## config.mk

```make
export PLATFORM = sky130hd
export DESIGN_NAME = hazard_scoreboard
export DESIGN_NICKNAME = d
export VERILOG_FILES = /design/src/rtl/hazard_scoreboard.sv
export SDC_FILE = /design/constraint.sdc
export NUM_CORES = 1
export LEC_CHECK = 0
export ABC_AREA = 0
export CORE_MARGIN = 10
export CORE_UTILIZATION = 55
export DETAILED_ROUTE_END_ITERATION = 6
export PLACE_DENSITY = 0.77
export SETUP_SLACK_MARGIN = 0.2
export SLEW_MARGIN = 40
export SYNTH_ARGS = -nofsm -noshare
export SYNTH_HDL_FRONTEND = slang
export SYNTH_SLANG_ARGS = --single-unit
```

## constraint.sdc

```tcl
create_clock -name clk -period 8.2 [get_ports clk]
set_input_delay 1.64 -clock clk [delete_from_list [all_inputs] [get_ports clk]]
set_output_delay 1.64 -clock clk [all_outputs]
set_load 0.03 [all_outputs]
```

## src/rtl/hazard_scoreboard.sv

```systemverilog
// Register-file hazard scoreboard: tracks in-flight producers per register,
// selects a bypass stage for each decoded source operand, and stalls ID
// while a needed result is not yet available.
module hazard_scoreboard #(
  parameter  int NSRC  = 2,
  parameter  int DEPTH = 4,
  parameter  int KEEP  = 2,
  localparam int AW    = $clog2(DEPTH + 1)
) (
  input  logic                 clk,
  input  logic                 rst,
  input  logic                 id_valid,
  input  logic                 id_rfwr,
  input  logic [4:0]           id_rd,
  input  logic [AW-1:0]        id_lat,
  input  logic [5*NSRC-1:0]    id_src,
  input  logic [NSRC-1:0]      id_src_en,
  input  logic                 pipe_hold,
  input  logic                 flush,
  output logic                 stall,
  output logic [AW*NSRC-1:0]   fwd_sel
);

  localparam logic [AW-1:0] DEPTH_A = AW'(DEPTH);
  localparam logic [AW-1:0] KEEP_A  = AW'(KEEP);
  localparam logic [AW-1:0] ONE_A   = AW'(1);

  logic [31:0]   pend, pend_nxt;
  logic [AW-1:0] age [32];
  logic [AW-1:0] age_nxt [32];
  logic [AW-1:0] lat [32];
  logic [AW-1:0] lat_nxt [32];

  logic [AW-1:0] lat_clamped;
  logic [4:0]    src;
  logic          stall_any;
  logic          issue;

  // Clamp the requested bypass latency into 1..DEPTH
  always_comb begin
    lat_clamped = id_lat;
    if (id_lat == '0)
      lat_clamped = ONE_A;
    else if (id_lat > DEPTH_A)
      lat_clamped = DEPTH_A;
  end

  // Per-port bypass selection and hazard detection
  always_comb begin
    fwd_sel   = '0;
    stall_any = 1'b0;
    src       = '0;
    for (int unsigned k = 0; k < NSRC; k++) begin
      src = id_src[5*k +: 5];
      if (id_src_en[k] && (src != '0) && pend[src]) begin
        if (age[src] >= lat[src])
          fwd_sel[AW*k +: AW] = age[src];
        else
          stall_any = 1'b1;
      end
    end
  end

  assign stall = id_valid & ~flush & stall_any;
  assign issue = id_valid & id_rfwr & ~stall & ~pipe_hold & ~flush & (id_rd != '0);

  // Table update: flush clears young entries, survivors age unless held;
  // issue is applied last so a same-edge retire of id_rd is overridden.
  always_comb begin
    pend_nxt = pend;
    age_nxt  = age;
    lat_nxt  = lat;
    pend_nxt[0] = 1'b0;
    for (int unsigned r = 1; r < 32; r++) begin
      if (pend[r]) begin
        if (flush && (age[r] < KEEP_A)) begin
          pend_nxt[r] = 1'b0;
          age_nxt[r]  = '0;
          lat_nxt[r]  = '0;
        end else if (!pipe_hold) begin
          if (age[r] >= DEPTH_A) begin
            pend_nxt[r] = 1'b0;
            age_nxt[r]  = '0;
            lat_nxt[r]  = '0;
          end else begin
            age_nxt[r] = age[r] + ONE_A;
          end
        end
      end
      if (issue && (id_rd == 5'(r))) begin
        pend_nxt[r] = 1'b1;
        age_nxt[r]  = ONE_A;
        lat_nxt[r]  = lat_clamped;
      end
    end
  end

  // Scoreboard state registers
  always_ff @(posedge clk or posedge rst) begin
    if (rst) begin
      pend <= '0;
      for (int unsigned r = 0; r < 32; r++) begin
        age[r] <= '0;
        lat[r] <= '0;
      end
    end else begin
      pend <= pend_nxt;
      for (int unsigned r = 0; r < 32; r++) begin
        age[r] <= age_nxt[r];
        lat[r] <= lat_nxt[r];
      end
    end
  end

endmodule

```

# Word level (Yosys, flattened, before mapping)
# Cells that the tools add are included.
# totals
reg_bits,217
in_bits,26
out_inout_bits,7
elab_cells,922
# op_classes
addsub,31
n_lt_le_gt_ge,69
eq_ne,62
muxes,491
n_bitwise,12
n_reduce_logical,194
# ops
cell,count
$mux 3,324
$mux 1,161
$add 3x1->3 const B,31
$ge 3x3->1 const B,31
$lt 3x2->1 const B,31
$ne 3x1->1 const B,31
$reduce_and 3->1,31
$reduce_bool 3->1,31
$eq 5x5->1 const B,16
$logic_and 1x1->1,66
$reduce_and 2->1,31
$reduce_bool 2->1,31
$bmux 3 s5,4
$eq 5x4->1 const B,8
$eq 5x3->1 const B,4
$reduce_bool 5->1,3
$ge 6x6->1 const B,2
$lt 5x6->1 const B,2
$not 5->6,2
$bmux 1 s5,2
$eq 5x2->1 const B,2
$and 1x1->1,7
$ge 3x3->1,2
$eq 5x1->1 const B,1
3 further kinds,5

# Longest topological paths before layout
# Gate-level depths: netlist (run 1).
# depth
word_depth,18
depth_mapped,18
ltp_nobuf,12

# Worst setup path after synthesis (run 1)
# OpenSTA, ideal clock, no wires.
# synth_path
path_type,input to output
start,input id_src[1]
end,output stall
arrival_ps,5842
required_ps,6560
path_slack_ps,718
stages,16
n_path_buf,7
path_cell_list,buf_6 -> buf_2 -> buf_2 -> buf_2 -> buf_1 -> mux4_2 -> mux4_2 -> mux2_2 -> ha_1 -> o21ai_0 -> a21oi_1 -> nor4_1 -> nor2_1 -> buf_4 -> buf_4 -> nor3b_1
# synth_via
elab_chain_cells,10
elab_cells_between_ends,18
cone_classes,order compare (1); mux (12); bitwise (2); reduce/logical (3)
# synth_lines
item,line_no,source
start: declaration,16,"input logic [5*NSRC-1:0] id_src,"
$not 5->6 (implied by the code),56,if (age[src] >= lat[src])
$bmux 3 s5,56,
$mux 3 (implied by the code) (2 in series),56,
$ge 3x3->1,56,
$mux 1,56,
$mux 1 (*),55,if (id_src_en[k] && (src != '0) && pend[src]) begin
$mux 1,56,
$mux 1 (*),55,
$and 1x1->1 (*),64,assign stall = id_valid & ~flush & stall_any;
end: declaration,20,"output logic stall,"
# Every way passes the cells marked *; elsewhere a longest branch is shown, timed or not. The select of a mux whose other input is x is not followed.

# Worst setup path after layout (run 1)
# layout_path
start,input id_src[6]
end,output stall
# layout_via
elab_chain_cells,8
elab_cells_between_ends,16
cone_classes,order compare (1); mux (10); bitwise (2); reduce/logical (3)
# layout_lines
item,line_no
$not 5->6 (implied by the code),56
$bmux 3 s5,56
$mux 3 (implied by the code) (2 in series),56
$ge 3x3->1,56
$mux 1,56
$mux 1 (*),55
$and 1x1->1 (*),64
# Marks and branches as above.

==> impl_metrics.json, run 1 <==
{
  "status": "finished clean",
  "fin_crit_sh_pct": 92.9,
  "worstReg2RegStart": "age[13]",
  "place_area_sq_mm": 0.0149,
  "wl_per_cell_microns": 24.6,
  "antenna_found_initial": 0,
  "tritoncts": "done",
  "fmax_ghz": 0.131,
  "p_total_mw": 2.84,
  "relSlewSlack_pct": 43.1,
  "clock_sinks": 217,
  "netlist_instances": 1357,
  "portBuffers": 32,
  "synth_fp_nets": 1420,
  "postRouteAntennaNets": 0,
  "synth_edf_count": 0,
  "min_delay_path_depth": 1,
  "vias": 11700,
  "ys_seq_area_share_pct": 37.7,
  "dieHeight_microns": 182,
  "cts.root.buffer_cell": "clkbuf_16",
  "initial_core_util_pct": 55.6,
  "critPathArrivalTime_ps": 5980,
  "dpl.cell_count": 1654,
  "drc_errors": 0,
  "dp_worst_setup_slack_ps": 678,
  "reg2reg_to": "age[32]",
  "fin_skew_ps": 17.6,
  "worstSetupStartpoint": "id_src[6]",
  "rsz0062_at_grt": "false",
  "cts-buffers-inserted": 25,
  "crit_fanout": 28,
  "num_rows": 59,
  "drv_slew": 0,
  "final_cell_mix": "dfrtp_1, nand2_1, mux4_2, nand2b_1, mux2i_1",
  "cap_violations": 0,
  "worstMarginPinSlew_ps": 850,
  "yosysUniqueCellTypes": 61,
  "path_class": "input pin to output pin",
  "dp.final_hpwl_microns": 29800,
  "cts.htree.levels": 1,
  "holdWs_ps": 535,
  "io_pins": 33,
  "cts_resized": 0,
  "stdcell_count": 1702,
  "min_to": "lat[22]",
  "stdcell_area_sq_mm": 0.0158,
  "p_leak_nw": 6.82,
  "grt_max_degree": 143,
  "grt_pass1_wl_microns": 65600,
  "min-delay-start": "lat[22]",
  "setup_viol": 0,
  "grtUsageMet3_pct": 6.74,
  "overflow": 0,
  "synth_area_per_cell_sq_um": 10.6,
  "yosysWarnings": 0,
  "synth_top_flop_cell": "dfrtp_1",
  "syn_to_final_growth_pct": 9.73,
  "synthArstFlopShare_pct": 100,
  "die_w_microns": 182,
  "clkLatencyLatePin_ps": 540,
  "setup_slack_ps": 585,
  "core_area_sq_mm": 0.0259,
  "routed_wl_microns": 41900,
  "use_met1_pct": 33.2,
  "clk_path_buf_depth": 3,
  "first_global_vias": 11400,
  "track_usage_pct": 24.8,
  "min_period_ps": 7620,
  "final_util_pct": 61.0,
  "busiest_layer": "met2",
  "grt_util_met2_pct": 38.4,
  "gp_congestion": 0.945,
  "reg2reg_slack_ps": 3970,
  "powerDensity_mw_per_mm2": 180,
  "fin_setup_tns_ps": 0,
  "worstSetupEndpointType": "output pin",
  "hold_viol_final": 0,
  "crit_required_ps": 6560,
  "drt-initial-drc-count": 1297,
  "viasPerCell": 6.88,
  "design.die.area_sq_mm": 0.0331,
  "layout_commonest_cell": "dfrtp_1",
  "drive_above_1_share_pct": 18.7,
  "nets": 1411,
  "cts_hold_buf": 0,
  "ir_drop_mv": 0.242,
  "antennaDiodeCount": 0,
  "r2r_cells": 11,
  "synth-seq-cells": 217,
  "netlist_area_sq_mm": 0.0144,
  "drt_pass1_iterations": 5,
  "cts_setup_buffers": 0,
  "start_kind": "input pin",
  "path_clk_slew_ps": 60,
  "hold_class": "flop to flop"
}
-- cell families (layout without fill, tap and decap cells) --
kind of cell	Yosys count	count (layout)	synth area share, %
AO/OA/AOI/OAI	267	267	13.2
adder cells (fa/ha/maj)	37	37	3.21
buffers and inverters	129	139	3.77
flip-flops	217	217	37.7
multiplexers	212	212	25.1
AND/OR/NAND/NOR	495	495	17.0
-- cells in the mapped netlist (29+ instances only) --
cell,instances,share of area [%]
nand3_1,30,1.0
clkbuf_1,51,1.3
o22ai_1,29,1.3
nand2_1,186,4.8
ha_1,37,3.2
nor2_1,71,1.8
nor3_1,45,1.6
nor2b_1,33,1.4
mux4_2,117,18
inv_1,37,0.96
buf_2,29,1.0
a21oi_1,29,1.0
dfrtp_1,217,38
mux2i_1,75,5.2
o21ai_0,61,2.1
nand2b_1,75,3.3
-- worst max path at each step --
stage	endpoint	cells after the start
after floorplan	age[0]	1
after global placement	stall	11
after detailed placement	stall	13
after CTS	stall	13
after global routing	stall	13
final	stall	13
-- critical path, stage by stage --
cell	delay (ps)
buf_2	520
buf_4	340
mux4_2	310
mux4_2	480
mux2_2	280
ha_1	270
nand2b_1	150
a21o_1	170
a21oi_1	300
and4_1	410
nor2_1	140
nor3b_1	210
clkdlybuf4s50_1	720
-- flip-flops by register name (all words and copies together) (netlist names) --
signal and cells:
age 93, lat 93, pend 31
-- where the power goes --
part / internal [mW] / total [mW] / switching, mW / leakage (nW)
clock: 0.670 / 1.13 / 0.464 / 0.420
sequential: 1.14 / 1.25 / 0.113 / 2.91
combinational: 0.226 / 0.461 / 0.234 / 3.49
total: 2.03 / 2.84 / 0.811 / 6.82
-- cell type report --
cell class                 count  area (sq um)
multi-input combinational   1011          8460
inverter                      37           151
tap                          335           419
timing repair buffer          56           518
clock inverter                13           126
sequential                   217          5430
fill                        1986         10100
clock buffer                  33           706
-- layer usage --
layer / share of wire (%) / vias to the layer above
li1: - / 5100
met1: 40 / 5889
met2: 46 / 611
met3: 11 / 104
met4: 3.2 / 0
met5: 0 / -
Note: power is estimated with default switching activity, not from simulation.
==> run 2: changes to the inputs <==
- HOLD_SLACK_MARGIN: not set -> 0.15
==> results of run 2 <==
The final DEF is identical to that of run 1; final timing and power are the same.
==> run 3: changes to the inputs <==
- CORE_MARGIN: 10 -> 4
==> impl_metrics.json, run 3 (same netlist as run 1, synthesis figures left out) <==
{
  "status": "finished clean",
  "dieHeight_microns": 170,
  "drt_pass1_iterations": 6,
  "critPathArrivalTime_ps": 5870,
  "tritoncts": "done",
  "cts.htree.levels": 1,
  "die_w_microns": 170,
  "gp_congestion": 0.972,
  "reg_top3": "age: 93 flops, lat: 93 flops, pend: 31 flops",
  "setup_viol": 0,
  "rsz0062_at_grt": "false",
  "final_util_pct": 61.9,
  "dp_worst_setup_slack_ps": 742,
  "fmax_ghz": 0.133,
  "fin_crit_sh_pct": 91.6,
  "final_cell_mix": "dfrtp_1, nand2_1, mux4_2, nand2b_1, mux2i_1",
  "worstSetupEndpointType": "output pin",
  "postRouteAntennaNets": 0,
  "crit_required_ps": 6560,
  "cap_violations": 0,
  "vias": 11800,
  "holdWs_ps": 519,
  "wl_met2_microns": 19000,
  "path_class": "input pin to output pin",
  "first_global_vias": 11300,
  "initial_core_util_pct": 56.6,
  "ir_drop_mv": 0.184,
  "cts_hold_buf": 0,
  "powerDensity_mw_per_mm2": 180,
  "drt-initial-drc-count": 1762,
  "n_fill_cell": 1974,
  "layout_commonest_cell": "dfrtp_1",
  "drv_slew": 0,
  "portBuffers": 32,
  "routed_wl_microns": 41500,
  "syn_to_final_growth_pct": 9.42,
  "nets": 1408,
  "p_leak_nw": 6.79,
  "setup_slack_ps": 692,
  "drc_errors": 0,
  "cts_resized": 0,
  "reg2reg_slack_ps": 3950,
  "worstMarginPinSlew_ps": 852,
  "hold_viol_final": 0,
  "wl_per_cell_microns": 24.5,
  "path_clk_slew_ps": 60,
  "clkLatencyLatePin_ps": 540,
  "io_pins": 33,
  "cts.root.buffer_cell": "clkbuf_16",
  "fin_setup_tns_ps": 0,
  "grt_pass1_wl_microns": 64700,
  "antenna_found_initial": 1,
  "start_kind": "input pin",
  "min_period_ps": 7510,
  "stdcell_area_sq_mm": 0.0158,
  "viasPerCell": 6.98,
  "cts_setup_buffers": 0,
  "track_usage_pct": 28.7,
  "cts-buffers-inserted": 25,
  "regArea_sq_mm": 0.00543,
  "clock_sinks": 217,
  "num_rows": 58,
  "drive_above_1_share_pct": 18.2,
  "place_area_sq_mm": 0.0149,
  "overflow": 0,
  "core_area_sq_mm": 0.0255,
  "grt_max_degree": 83,
  "stdcell_count": 1693,
  "hold_class": "flop to flop",
  "p_total_mw": 2.84,
  "design.die.area_sq_mm": 0.0289,
  "top_layer": "met4",
  "relSlewSlack_pct": 43.0,
  "crit_fanout": 32,
  "dp.final_hpwl_microns": 29500,
  "wl_met3_microns": 4710,
  "dpl.cell_count": 1648,
  "fin_skew_ps": 21.3,
  "wl_met1_microns": 16000,
  "clk_path_buf_depth": 3,
  "multiInputGateArea_sq_mm": 0.00847
}
==> run 3: cell types whose count changed in the layout (fill, tap and decap cells not counted), moves of 2 or more <==
cell,change
buf_2,-2
clkbuf_8,+2
inv_6,-2
clkbuf_1,+2
clkinv_2,-5
==> run 3: worst max-delay path, stage by stage <==
cell and delay, ps:
buf_2 620, buf_4 400, mux4_2 340, mux4_2 500
mux2_2 290, ha_1 260, o21ai_0 160, a21oi_1 110
nor4_1 500, nor2_1 140, nor3b_1 200, clkdlybuf4s50_1 690
==> run 3: layer usage <==
metal / vias up / global-route usage (%)
met5: - / 0
met4: 0 / 10.7
met3: 141 / 6.83
met2: 714 / 44.4
met1: 5868 / 40.0
li1: 5102 / -
==> run 3: final timing paths <==
| path | startpoint | to | depth (start not counted) |
|---|---|---|---|
| max | id_src[1] | stall | 12 |
| min | lat[23] | lat[23] | 1 |
| max reg2reg | age[25] | lat[15] | 11 |
| min reg2reg | lat[23] | lat[23] | 1 |
| max in group asynchronous | rst | pend[17] | 3 |
| min in group asynchronous | rst | pend[25] | 2 |
==> run 3: area by class of cell <==
class,count,share of cell area (%)
Multi-Input combinational cell,1011,53.7
Clock buffer,37,4.70
Inverter,37,0.928
Antenna cell,1,0.0159
Timing Repair Buffer,53,3.01
Tap cell,330,2.62
Sequential cell,217,34.4
Clock inverter,7,0.579
==> run 3: report_power, final <==
part	internal, mW	switching (mW)	total (mW)
Combinational	0.224	0.234	0.459
Sequential	1.14	0.111	1.25
Clock	0.684	0.455	1.14
Total	2.04	0.800	2.84
==> variant 1 (flow settings as in run 3) <==
The parameter `DEPTH` goes from 4 to 8.
--- a/src/rtl/hazard_scoreboard.sv
+++ b/src/rtl/hazard_scoreboard.sv
@@ -4,5 +4,5 @@
 module hazard_scoreboard #(
   parameter  int NSRC  = 2,
-  parameter  int DEPTH = 4,
+  parameter  int DEPTH = 8,
   parameter  int KEEP  = 2,
   localparam int AW    = $clog2(DEPTH + 1)
Interface: changed (resized fwd_sel and id_lat); port bits go from 33 to 36. No check against the original RTL was run, so the function may have changed too.
==> variant 1 against run 3 <==
Largest power group unchanged. Sequential share of layout area shrank 0.67 points. Die area is 30% higher. Wire length grew 42%. Register-to-register slack got worse by 0.21 ns. Synthesized cell count is 38% higher. Clock skew fell by 0.0014 ns. Count of clock-buffer cells in the layout increased by 1. Design area rose by 31%. Sequential cell count is 62 higher. Area after synthesis increased by 31%. Cell count rose by 38%. Power is 33% higher. Worst setup slack worse by 0.051 ns. Largest cell class unchanged.
==> variant 1: results <==
{
  "antenna_found_initial": 0,
  "diodes": 0,
  "dp_hpwl_mm": 42.5,
  "max_stage_delay_ns": 0.74,
  "r2r-end": "age[95]",
  "route.met2.wl_mm": 26.4,
  "synthFlopType": "dfrtp_1",
  "tightest_slew_ns": 0.903,
  "place_congestion": 0.975,
  "endpoint": "fwd_sel[1]",
  "status": "completed",
  "grt_pass1_vias": 15660,
  "synth_area_leaders": "dfrtp_1 37%, mux4_2 18%, nand2_1 5.9%",
  "synth_commonest_cells": "295 x nand2_1, 279 x dfrtp_1, 154 x mux4_2",
  "powerClk_mw": 1.38,
  "use_met3_pct": 6.45,
  "r2r-start": "age[69]",
  "yosysUniqueCellTypes": 66,
  "clkLatencyLatePin_ns": 0.59,
  "r2r_cells": 12,
  "grt_usage_pct": 30.6,
  "p_sw_share_pct": 30.9,
  "ir_drop_uv": 159,
  "finalClockSkew_ns": 0.0200,
  "crit_fanout": 11,
  "top_regs": "age: 124 flops, lat: 124 flops, pend: 31 flops",
  "yosysSeqAreaShare_pct": 36.9,
  "numPortBuffers": 35,
  "r2r_setup_slack_ns": 3.74,
  "wl_per_cell_um": 25.1,
  "cts_resized": 0,
  "top_layer": "met4",
  "syn_avg_cell_area_sq_um": 10.1,
  "grtUsageMet2_pct": 47.1,
  "drive_above_1_share_pct": 17.4,
  "cts.htree.levels": 1,
  "cts_buffers": 31,
  "p_leak_nw": 8.89,
  "grt_first_pass_wirelength_mm": 91.2,
  "grt_max_degree": 151,
  "syn-num-nets": 1944,
  "drt_first_iter_violations": 2123,
  "routed_wl_mm": 58.8,
  "wl_met3_mm": 6.66,
  "comb_power_mw": 0.735,
  "use_met1_pct": 43.0,
  "placed_area_sq_mm": 0.0197,
  "crit_start": "id_src[4]",
  "pwr-share-comb_pct": 19.4,
  "met1_length_mm": 22.5,
  "viasPerCell": 6.99
}
## variant 1: changes by cell type after synthesis, moves of 37 or more
cell	before	now
dfrtp_1	217	279
a21oi_1	29	84
nand2_1	186	295
nand3_1	30	78
mux4_2	117	154
nand2b_1	75	37
inv_1	37	78
## variant 1: through the flow
stage                     setup slack [ns]  hold WS [ns]
after floorplan                      0.272         0.477
after global placement               0.685         0.514
after detailed placement             0.748         0.523
after CTS                            0.746         0.538
after global routing                 0.419         0.552
final                                0.641         0.540
## variant 1: cell type report
type	count	area [sq um]
repair buffers	77	683
well taps	448	561
clock inverters	15	141
flip-flops and latches	279	6980
inverters	78	297
clock buffers	38	842
multi-input cells	1409	11200
fillers	2735	13000
## variant 1: cells by family after synthesis
kind of cell / Yosys count / synth area share [%]
AND/OR/NAND/NOR: 735 / 19.4
AO/OA/AOI/OAI: 385 / 13.3
flip-flops: 279 / 36.9
multiplexers: 250 / 23.5
buffers and inverters: 190 / 4.20
adder cells (fa/ha/maj): 39 / 2.58
## variant 1: worst max-delay path: cells and delay by family
family / cells / cell delay, ns
AO/OA/AOI/OAI: 3 / 0.64
AND/OR/NAND/NOR: 3 / 0.62
multiplexers: 2 / 0.91
buffers and inverters: 3 / 1.83
adder cells (fa/ha/maj): 1 / 0.27
## variant 1: how the worst min path moves through the flow
stage | cells past startpoint | endpoint | startpoint
after floorplan | 2 | lat[48] | lat[48]
after global placement | 2 | lat[39] | lat[39]
after detailed placement | 2 | lat[121] | lat[121]
after CTS | 2 | lat[121] | lat[121]
after global routing | 2 | lat[46] | lat[46]
final | 2 | lat[121] | lat[121]
==> variant 2 (flow settings as in run 3) <==
Without the edit above. Reset style: synchronous (`rst`), changed in one clocked block.
--- a/src/rtl/hazard_scoreboard.sv
+++ b/src/rtl/hazard_scoreboard.sv
@@ -97,5 +97,5 @@
 
   // Scoreboard state registers
-  always_ff @(posedge clk or posedge rst) begin
+  always_ff @(posedge clk) begin
     if (rst) begin
       pend <= '0;
Formal check against the unedited RTL: not equivalent (Yosys sat finds a counterexample within 4 cycles, from zero or initial values and one cycle with rst high; the reset may be asserted at any time).
==> variant 2 against run 3 <==
Area after synthesis decreased by 0.23%. Wire length is 2.4% higher. Via count up 4.0%. Cell count increased by 9.5%. Design area fell by 1.9%. Critical path depth did not move. Clock skew fell by 0.0031 ns. Worst setup slack improved by 0.26 ns. Sequential cell count stayed put. Highest routed layer unchanged.
Power is not compared: it rests on default switching activity, and its combinational part moved more than twofold at a synthesized area within 25%.
==> variant 2: results <==
{
  "routed_wl_mm": 42.5,
  "synth_edf_count": 0,
  "hold_path_class": "reg -> reg",
  "r2r-end": "lat[34]",
  "grt_usage_pct": 29.6,
  "tightest_slew_ns": 0.914,
  "diodes": 0,
  "grt_first_pass_wirelength_mm": 67.5,
  "cts_setup_buffers": 0,
  "cpMaxStageDelayCell": "clkdlybuf4s50_1",
  "status": "completed",
  "cts_buffers": 24,
  "use_met3_pct": 4.54,
  "r2r_setup_slack_ns": 4.26,
  "viasPerCell": 6.64,
  "synth_area_leaders": "dfxtp_1 30%, mux4_2 18%, mux2i_1 11%",
  "grt_pass1_vias": 11838,
  "drive_above_1_share_pct": 15.7,
  "synth_commonest_cells": "244 x nand2_1, 217 x dfxtp_1, 151 x mux2i_1",
  "yosysUniqueCellTypes": 56,
  "finalClockSkew_ns": 0.0183,
  "antenna_found_initial": 0,
  "syn-num-nets": 1620,
  "grt_max_degree": 83,
  "finalNonFillerCells": 1853,
  "place_congestion": 0.952,
  "nFillCells": 2143,
  "synthFlopType": "dfxtp_1",
  "use_met1_pct": 38.5,
  "clkLatencyLatePin_ns": 0.54,
  "dp_hpwl_mm": 30.7,
  "dp_cells": 1810,
  "cts_resized": 0,
  "first_pass_iters": 5,
  "crit_fanout": 29,
  "layout.nets": 1569,
  "r2r-start": "lat[0]",
  "syn_avg_cell_area_sq_um": 9.24,
  "critical_path_arrival_ns": 5.61,
  "yosysSeqAreaShare_pct": 30.2,
  "grtUsageMet2_pct": 48.2,
  "drt_first_iter_violations": 1304,
  "ys_async_sr_fraction_pct": 0,
  "cts_buffer_depth": 3
}
## variant 2: cell types whose count changed in the layout (fill, tap and decap cells not counted), sizes merged, moves of 14 or more
cell     before  now
a22oi        16   31
o2bb2ai      15    0
or2           1   31
dfrtp       217    0
a21oi        29  137
o31ai         0   33
nand2       186  245
a32o         14    0
o21ai        61   12
nor3         45   80
mux2i        75  151
dfxtp         0  217
## variant 2: report_power, final
| group | internal (mW) | switching [mW] | total, mW |
|---|---|---|---|
| clock network | 0.612 | 0.455 | 1.07 |
| logic | 0.0631 | 0.129 | 0.192 |
| registers | 1.06 | 0.00226 | 1.06 |
## variant 2: cell type report
cell class	instances	area, sq um	area share (%)
clock buffers	36	727	4.70
clock inverters	7	42.5	0.275
inverters	47	176	1.14
multi-input cells	1166	9300	60.2
flip-flops and latches	217	4340	28.1
well taps	330	413	2.67
repair buffers	50	459	2.97
## variant 2: per-layer routing
layer / wire, um / up-vias
met5: 0 / -
met4: 2590 / 0
met3: 3540 / 154
met2: 20000 / 603
met1: 16300 / 5964
li1: - / 5574
## variant 2: how the worst min path moves through the flow
stage	start	slack (ns)	cells past startpoint	end
floorplan	lat[15]	0.44	2	lat[15]
global placement	lat[17]	0.45	2	lat[17]
detailed placement	lat[59]	0.47	2	lat[59]
CTS	lat[52]	0.47	2	lat[52]
global route	lat[20]	0.51	2	lat[20]
finish	lat[52]	0.48	2	lat[52]
## variant 2: worst reg2reg max path, cell delays in order (launching register included)
cell	delay (ns)
dfxtp_1	0.37
mux4_2	0.50
mux4_2	0.50
mux2_2	0.28
ha_1	0.26
nand2b_1	0.09
a21o_1	0.11
a21o_1	0.21
o22a_2	0.22
buf_4	0.56
nand3_1	0.48
mux2i_1	0.21
## variant 2: cell families (layout without fill, tap and decap cells)
group / after synthesis / after routing / synth area share (%)
AND/OR/NAND/NOR: 599 / 599 / 21.1
adder cells (fa/ha/maj): 37 / 37 / 3.22
flip-flops: 217 / 217 / 30.2
multiplexers: 275 / 275 / 29.4
buffers and inverters: 174 / 140 / 5.19
AO/OA/AOI/OAI: 255 / 255 / 10.9
## variant 2: metrics by stage
step                power (mW)  hold WS (ns)  setup slack, ns  instance area (sq um)  util [%]
CTS                       2.32         0.471            0.876                  15500      60.7
floorplan                 1.22         0.441            0.762                  14400         -
global placement          1.27         0.451            0.931                  14700      57.7
global route              2.38         0.505            0.827                  15500      60.7
finish                    2.32         0.476            0.948                  15500      60.7
detailed placement        1.27         0.467            0.894                  14700      57.7
